[config.mk]
export PLATFORM = sky130hd
export DESIGN_NAME = pipeline_hazard_ctrl
export DESIGN_NICKNAME = d
export VERILOG_FILES = /design/src/rtl/pipeline_pkg.sv /design/src/rtl/hazard_cmp.sv /design/src/rtl/pipeline_hazard_ctrl.sv
export SDC_FILE = /design/constraint.sdc
export NUM_CORES = 1
export LEC_CHECK = 0
export ABC_AREA = 0
export CELL_PAD_IN_SITES_DETAIL_PLACEMENT = 0
export CELL_PAD_IN_SITES_GLOBAL_PLACEMENT = 1
export CORE_MARGIN = 1
export CORE_UTILIZATION = 42
export CTS_CLUSTER_DIAMETER = 40
export DETAILED_ROUTE_END_ITERATION = 7
export HOLD_SLACK_MARGIN = 0.12
export PLACE_DENSITY = 0.84
export SLEW_MARGIN = 30
export SYNTH_ARGS = -nofsm -noshare
export SYNTH_HDL_FRONTEND = slang
export SYNTH_SLANG_ARGS = --single-unit
[constraint.sdc]
create_clock -name clk -period 6.2 [get_ports clk]
set_clock_uncertainty 0.15 [all_clocks]
set_input_delay 1.55 -clock clk [delete_from_list [all_inputs] [get_ports clk]]
set_output_delay 1.55 -clock clk [all_outputs]
set_load 0.005 [all_outputs]
[src/rtl/pipeline_pkg.sv]
// Shared types and constants for the RV32I pipeline hazard controller.
// Forwarding build option: PIPELINE_HAZARD_FWD_EN (see pipeline_hazard_ctrl).
package pipeline_pkg;

  localparam int RF_IDX_W = 5;

  typedef struct packed {
    logic                valid;
    logic [RF_IDX_W-1:0] rd;
    logic                we;
    logic                is_load;
  } stage_rec_t;

  localparam logic [1:0] FWD_RF  = 2'b00;
  localparam logic [1:0] FWD_MEM = 2'b01;
  localparam logic [1:0] FWD_WB  = 2'b10;

  localparam logic [6:0] R_TYPE = 7'b0110011;
  localparam logic [6:0] I_TYPE = 7'b0010011;
  localparam logic [6:0] S_TYPE = 7'b0100011;
  localparam logic [6:0] B_TYPE = 7'b1100011;
  localparam logic [6:0] U_TYPE = 7'b0110111;
  localparam logic [6:0] J_TYPE = 7'b1101111;
  localparam logic [6:0] LOAD   = 7'b0000011;

  // The youngest producer (EX) takes precedence over the older one (MEM).
  function automatic logic [1:0] fwd_sel_f(input logic match_ex, input logic match_mem);
    if (match_ex)       return FWD_MEM;
    else if (match_mem) return FWD_WB;
    else                return FWD_RF;
  endfunction

endpackage

[src/rtl/hazard_cmp.sv]
// Compares one shadow-pipeline stage record against one decode source register.
module hazard_cmp
  import pipeline_pkg::*;
(
  input  stage_rec_t          stage,
  input  logic [RF_IDX_W-1:0] rs,
  input  logic                rs_used,
  output logic                match
);

  logic unused_load;
  assign unused_load = stage.is_load;

  // x0 is hardwired to zero, so it never creates a dependency.
  assign match = stage.valid & stage.we & rs_used & (rs != '0) & (stage.rd == rs);

endmodule

[src/rtl/pipeline_hazard_ctrl.sv]
// RAW hazard detection, stall/bubble/flush sequencing and forwarding select
// for a 5-stage RV32I pipeline. Forwarding enabled by PIPELINE_HAZARD_FWD_EN.
module pipeline_hazard_ctrl
  import pipeline_pkg::*;
#(
  parameter int REG_W = RF_IDX_W,
  parameter int CNT_W = 16
) (
  input  logic             clk,
  input  logic             rst,
  input  logic             id_valid,
  input  logic [REG_W-1:0] id_rs1,
  input  logic [REG_W-1:0] id_rs2,
  input  logic             id_rs1_used,
  input  logic             id_rs2_used,
  input  logic [REG_W-1:0] id_rd,
  input  logic             id_rd_we,
  input  logic             id_is_load,
  input  logic             ex_branch_taken,
  output logic             stall,
  output logic             bubble,
  output logic             flush_ifid,
  output logic [1:0]       fwd_a_sel,
  output logic [1:0]       fwd_b_sel,
  output logic [CNT_W-1:0] stall_cnt
);

  stage_rec_t ex_q, mem_q, wb_q;
  stage_rec_t ex_d;
  stage_rec_t stg [3];
  logic [2:0] match_a, match_b;
  logic       stall_raw;
  logic       issue;

  assign stg[0] = ex_q;
  assign stg[1] = mem_q;
  assign stg[2] = wb_q;

  // Index 0 = EX, 1 = MEM, 2 = WB.
  for (genvar s = 0; s < 3; s++) begin : g_cmp
    hazard_cmp u_cmp_a (
      .stage   (stg[s]),
      .rs      (id_rs1),
      .rs_used (id_rs1_used),
      .match   (match_a[s])
    );
    hazard_cmp u_cmp_b (
      .stage   (stg[s]),
      .rs      (id_rs2),
      .rs_used (id_rs2_used),
      .match   (match_b[s])
    );
  end

`ifdef PIPELINE_HAZARD_FWD_EN
  // Only a load in EX cannot be forwarded in time: its data appears at MEM end.
  assign stall_raw = id_valid & ex_q.is_load & (match_a[0] | match_b[0]);

  logic unused_wb_match;
  assign unused_wb_match = match_a[2] | match_b[2];

  always_ff @(posedge clk or negedge rst) begin
    if (!rst) begin
      fwd_a_sel <= FWD_RF;
      fwd_b_sel <= FWD_RF;
    end else if (issue) begin
      fwd_a_sel <= fwd_sel_f(match_a[0], match_a[1]);
      fwd_b_sel <= fwd_sel_f(match_b[0], match_b[1]);
    end else begin
      fwd_a_sel <= FWD_RF;
      fwd_b_sel <= FWD_RF;
    end
  end
`else
  // The register file is written at the WB edge, so a WB producer still stalls.
  assign stall_raw = id_valid & ((|match_a) | (|match_b));
  assign fwd_a_sel = FWD_RF;
  assign fwd_b_sel = FWD_RF;
`endif

  assign issue = id_valid & ~stall_raw & ~ex_branch_taken;

  always_comb begin
    ex_d = '0;
    if (issue) begin
      ex_d.valid   = 1'b1;
      ex_d.rd      = id_rd;
      ex_d.we      = id_rd_we;
      ex_d.is_load = id_is_load;
    end
  end

  // A taken branch kills the decode instruction, overriding any pending stall.
  always_comb begin
    stall      = 1'b0;
    bubble     = 1'b0;
    flush_ifid = 1'b0;
    if (rst) begin
      if (ex_branch_taken) begin
        flush_ifid = 1'b1;
        bubble     = 1'b1;
      end else begin
        stall  = stall_raw;
        bubble = stall_raw;
      end
    end
  end

  always_ff @(posedge clk or negedge rst) begin
    if (!rst) begin
      ex_q  <= '0;
      mem_q <= '0;
      wb_q  <= '0;
    end else begin
      wb_q  <= mem_q;
      mem_q <= ex_q;
      ex_q  <= ex_d;
    end
  end

  always_ff @(posedge clk or negedge rst) begin
    if (!rst) begin
      stall_cnt <= '0;
    end else if (stall && (stall_cnt != '1)) begin
      stall_cnt <= stall_cnt + 1'b1;
    end
  end

endmodule

Word-level counts from Yosys, hierarchy flattened
Cells that the tools add are included.
{"block": "totals", "ff_bits": 37, "input_bits": 23, "output_inout_bits": 23}
{"block": "classes", "addsub": 1, "eq_ne": 7, "mux": 7, "bitwise": 27, "reduce_logical": 5}
{"cell": "5-bit == test", "n": 6}
{"cell": "1-bit bitwise AND", "n": 24}
{"cell": "16-bit by 1-bit adder with 16-bit output, second input constant", "n": 1}
{"cell": "16-bit != test, second input constant", "n": 1}
{"cell": "5-bit nonzero test", "n": 2}
{"cell": "8-bit 2-to-1 mux", "n": 1}
{"cell": "1-bit 2-to-1 mux", "n": 6}
{"cell": "3-bit OR reduction", "n": 2}
{"cell": "1-bit NOT", "n": 2}
{"cell": "1-bit logical AND", "n": 1}
{"cell": "1-bit bitwise OR", "n": 1}

Logic depth before layout (Yosys ltp)
{"block": "depth", "word_depth": 11, "depth_mapped": 7}

Hierarchy
A second synthesis with hierarchy kept.
{"block": "unflattened", "hier_cells": 173, "area_unflattened_um2": 1938.1}
{"mod": "pipeline_hazard_ctrl", "instances": 1, "cells_each": 113, "area_each_um2": 1502.7, "seq_area_each_um2": 1001.0}
{"mod": "hazard_cmp", "instances": 6, "cells_each": 10, "area_each_um2": 72.6, "seq_area_each_um2": 0.0}

Worst setup path after synthesis
No wires, ideal clock.
{"block": "synth_timing", "path_kind": "input to output", "start": "in id_rs1[1]", "end": "out bubble", "arrival_time_ns": 2.881, "required_time_ns": 4.500, "setup_slack_ns": 1.619, "cell_stages": 6, "path_buffers": 1, "cell_sequence": "or4_1 -> o21ai_1 -> a31oi_4 -> buf_8 -> o21a_1 -> o21a_1"}
{"block": "synth_via", "elab_chain_cells": 8}
{"element": "from (decl)", "line": "pipeline_hazard_ctrl.sv:12", "text": "input logic [REG_W-1:0] id_rs1,"}
{"element": "5-bit nonzero test", "line": "hazard_cmp.sv:15", "text": "assign match = stage.valid & stage.we & rs_used & (rs != '0) & (stage.rd == rs);"}
{"element": "1-bit bitwise AND (2 in series)", "line": "hazard_cmp.sv:15"}
{"element": "3-bit OR reduction *", "line": "pipeline_hazard_ctrl.sv:76", "text": "assign stall_raw = id_valid & ((|match_a) | (|match_b));"}
{"element": "1-bit bitwise OR *", "line": "pipeline_hazard_ctrl.sv:76"}
{"element": "1-bit bitwise AND *", "line": "pipeline_hazard_ctrl.sv:76"}
{"element": "1-bit 2-to-1 mux *", "line": "pipeline_hazard_ctrl.sv:99", "text": "if (ex_branch_taken) begin"}
{"element": "1-bit 2-to-1 mux *", "line": "pipeline_hazard_ctrl.sv:98", "text": "if (rst) begin"}
{"element": "to (decl)", "line": "pipeline_hazard_ctrl.sv:21", "text": "output logic bubble,"}
Every way passes the cells marked *; elsewhere a longest branch is shown, timed or not.

Final worst setup path
{"block": "layout_timing", "start": "in id_rs1[0]", "end": "out bubble"}
The elaborated chain is that of the path after synthesis.

==> flow_metrics.tcl <==
set metrics [dict create \
    start_util 0.443 \
    vias 1407 \
    p_per_area_mw_per_mm2 203 \
    die_w_um 70.5 \
    pwr-share-seq 0.493 \
    grt_pass1_vias 1432 \
    grt_usage 0.183 \
    min-delay-start "mem_q[7]" \
    drt_iter0_drc 32 \
    clk_pin_slew_ns 0.07 \
    p_sw_mw 0.119 \
    io_pins 46 \
    ys_warn_count 0 \
    violations "design-rule violations" \
    grt-ovfl-total 0 \
    utilization 0.566 \
    wl_um 3990 \
    syn_area_per_cell_um2 12.2 \
    final_nets 232 \
    yosysTopAreaCell "dfrtp_1" \
    syn_inst 162 \
    hold_path.class "flip-flop to flip-flop" \
    r2r-end "stall_cnt[1]" \
    r2r_cells 7 \
    path_class "input port to output pin" \
    worst-slew-pin-transition_ns 0.539 \
    hold_end "stg[7]" \
    post_drt_wl_per_cell_um 15.3 \
    maxSlewHeadroom 0.641 \
    yosysSeqAreaShare 0.470 \
    cap_violations 0 \
    finalCritPeriodShare 0.918 \
    row_count 24 \
    path_max_fanout 8 \
    cts_buffers 5 \
    clkLatencyLatePin_ns 0.29 \
    cts-root-buf "clkbuf_8" \
    drive_gt1_frac 0.129 \
    drtAntennaViolNets 0 \
    hold_viol 0 \
    postCtsSetupBuffers 0 \
    fill_cells 379 \
    clock-sinks 37 \
    synthFlopType "dfrtp_1" \
    port_buffers 40 \
    antenna_found_initial 0 \
    syn-cell-area_mm2 0.00197 \
    ys_seq_elements 37 \
    drc 8 \
    syn2layout_area_growth_pct 27.8 \
    status "finished, violations left" \
    cts.hold.buffers_added 0 \
    fin_area_mm2 0.00252 \
    ys_top_cells_by_area "dfrtp_1 (47%), xor2_1 (11%), xnor2_1 (8.9%), o211ai_2 (5.1%), a31oi_4 (3.2%)" \
    crit_required_ns 4.50 \
    grt_setup_unrepaired "no" \
    ys_async_sr_fraction 1.00 \
    routed_via_density 5.39 \
    place.gp.congestion 0.898 \
    die_h_um 70.5 \
    min_path_cells 0 \
    p_comb_frac 0.095 \
    core_area_mm2 0.00444 \
    clkPwrFrac 0.412 \
    grt_max_degree 40 \
    swShare 0.233 \
    p_int_mw 0.392 \
    synth_edf_count 0 \
    ir_drop_v 0.000126 \
    final-max-slew-violation-count 0 \
    dpl.hpwl_um 3000 \
    total_power_mw 0.511 \
    cts_max_level 2 \
    diodes 0 \
    timing.rr.start "ex_q[3]" \
    startpoint_type "input port" \
    grt_pass1_wl_um 6910 \
    dieArea_mm2 0.00497 \
    tritoncts "yes" \
    clock.fmax_mhz 176 \
    yosysMostFrequentCell "dfrtp_1" \
    setup_viol_count_final 0 \
    postCtsResizedCells 0 \
    fin_crit_ns 5.69 \
    final.setup.tns_ns 0 \
    crit_path_end_kind "output pin" \
    first_pass_iters 6 \
    synthDistinctLibCells 33 \
    arrival_ns 3.99 \
    p_leak_nw 1.13 \
    clk_path_buf_depth 2 \
    place_area_mm2 0.00240 \
    r2r_setup_slack_ns 3.74 \
    ys_top_cells_by_count "dfrtp_1 (37), xor2_1 (24), xnor2_1 (20), and2_1 (9), o211ai_2 (8)" \
    synth_top_area_frac 0.470 \
]
## final cells by class
class / count / area (um^2) / share of cell area
clock inverter: 3 / 46.3 / 0.0184
clock buffer: 5 / 68.8 / 0.0273
inverter: 1 / 3.75 / 0.00149
timing repair buffer: 43 / 423 / 0.168
multi-input combinational: 120 / 983 / 0.391
tap: 52 / 65.1 / 0.0259
sequential: 37 / 926 / 0.368
## metal layers
layer  vias to the layer above  global-route usage  part of all wire
met5                         -                   0                 0
met4                         0              0.0794             0.016
met3                         5              0.0418             0.046
met2                        47               0.300              0.50
met1                       694               0.231              0.43
li1                        661                   -                 -
## how the worst max path moves through the flow
stage,to,start,slack [ns],cells after the start
after floorplan,bubble,id_rs1[1],1.62,6
after global placement,bubble,id_rs1[0],0.57,8
after detailed placement,bubble,id_rs1[1],0.52,8
after CTS,bubble,id_rs1[0],0.49,8
after global routing,bubble,id_rs1[1],0.34,8
final,bubble,id_rs1[0],0.51,8
## power by group through the flow
stage	clock network [mW]	logic, mW	registers, mW
after floorplan	0	0.0220	0.256
after global placement	0	0.0476	0.257
after detailed placement	0	0.0487	0.257
after CTS	0.215	0.0489	0.252
after global routing	0.228	0.0533	0.253
final	0.211	0.0484	0.252
## sequential cells by signal, indices dropped and copies added, names as in the netlist
| name | cells |
|---|---|
| stall_cnt | 16 |
| stg | 7 |
| mem_q | 7 |
| ex_q | 7 |
## critical path: stages
cell	delay (ns)
clkdlybuf4s50_1	0.54
xor2_1	0.23
nor4_2	0.31
nand4_1	0.20
a31oi_4	0.37
o21a_1	0.18
o21a_1	0.10
clkdlybuf4s50_1	0.49
## stage by stage
stage | setup WS [ns] | std cells | hold slack (ns)
6_report | 0.511 | 261 | 0.256
5_1_grt | 0.344 | 261 | 0.272
4_1_cts | 0.488 | 261 | 0.255
3_5_place_dp | 0.521 | 253 | 0.237
3_3_place_gp | 0.573 | 253 | 0.238
2_1_floorplan | 1.62 | 165 | 0.223
## layout by cell type, fill, tap and decap left out, types with 2 or more instances in the layout
master / synthesis / final
nor4_1: 5 / 5
xor2_1: 24 / 24
o2111ai_1: 4 / 4
o21a_1: 2 / 2
nor2_1: 7 / 7
buf_4: 4 / 3
clkdlybuf4s50_1: 0 / 40
clkbuf_8: 0 / 5
and3_1: 6 / 6
nand3_1: 2 / 2
nand2_1: 3 / 3
and2_1: 9 / 9
dfrtp_1: 37 / 37
xnor2_1: 20 / 20
o211ai_2: 8 / 8
o21ai_1: 2 / 2
or4_1: 2 / 2
conb_1: 1 / 4
nand4_1: 7 / 7
a31oi_4: 3 / 3
## cell families (layout without fill, tap and decap cells)
family	Yosys count	count (layout)	synth area share
AND/OR/NAND/NOR	47	47	0.152
XOR/XNOR	44	44	0.196
flip-flops	37	37	0.470
AO/OA/AOI/OAI	22	22	0.125
buffers and inverters	8	52	0.0362
multiplexers	2	2	0.0127
adder cells (fa/ha/maj)	1	1	0.00635
other	1	4	0.00190
(Power assumes the default switching activity.)
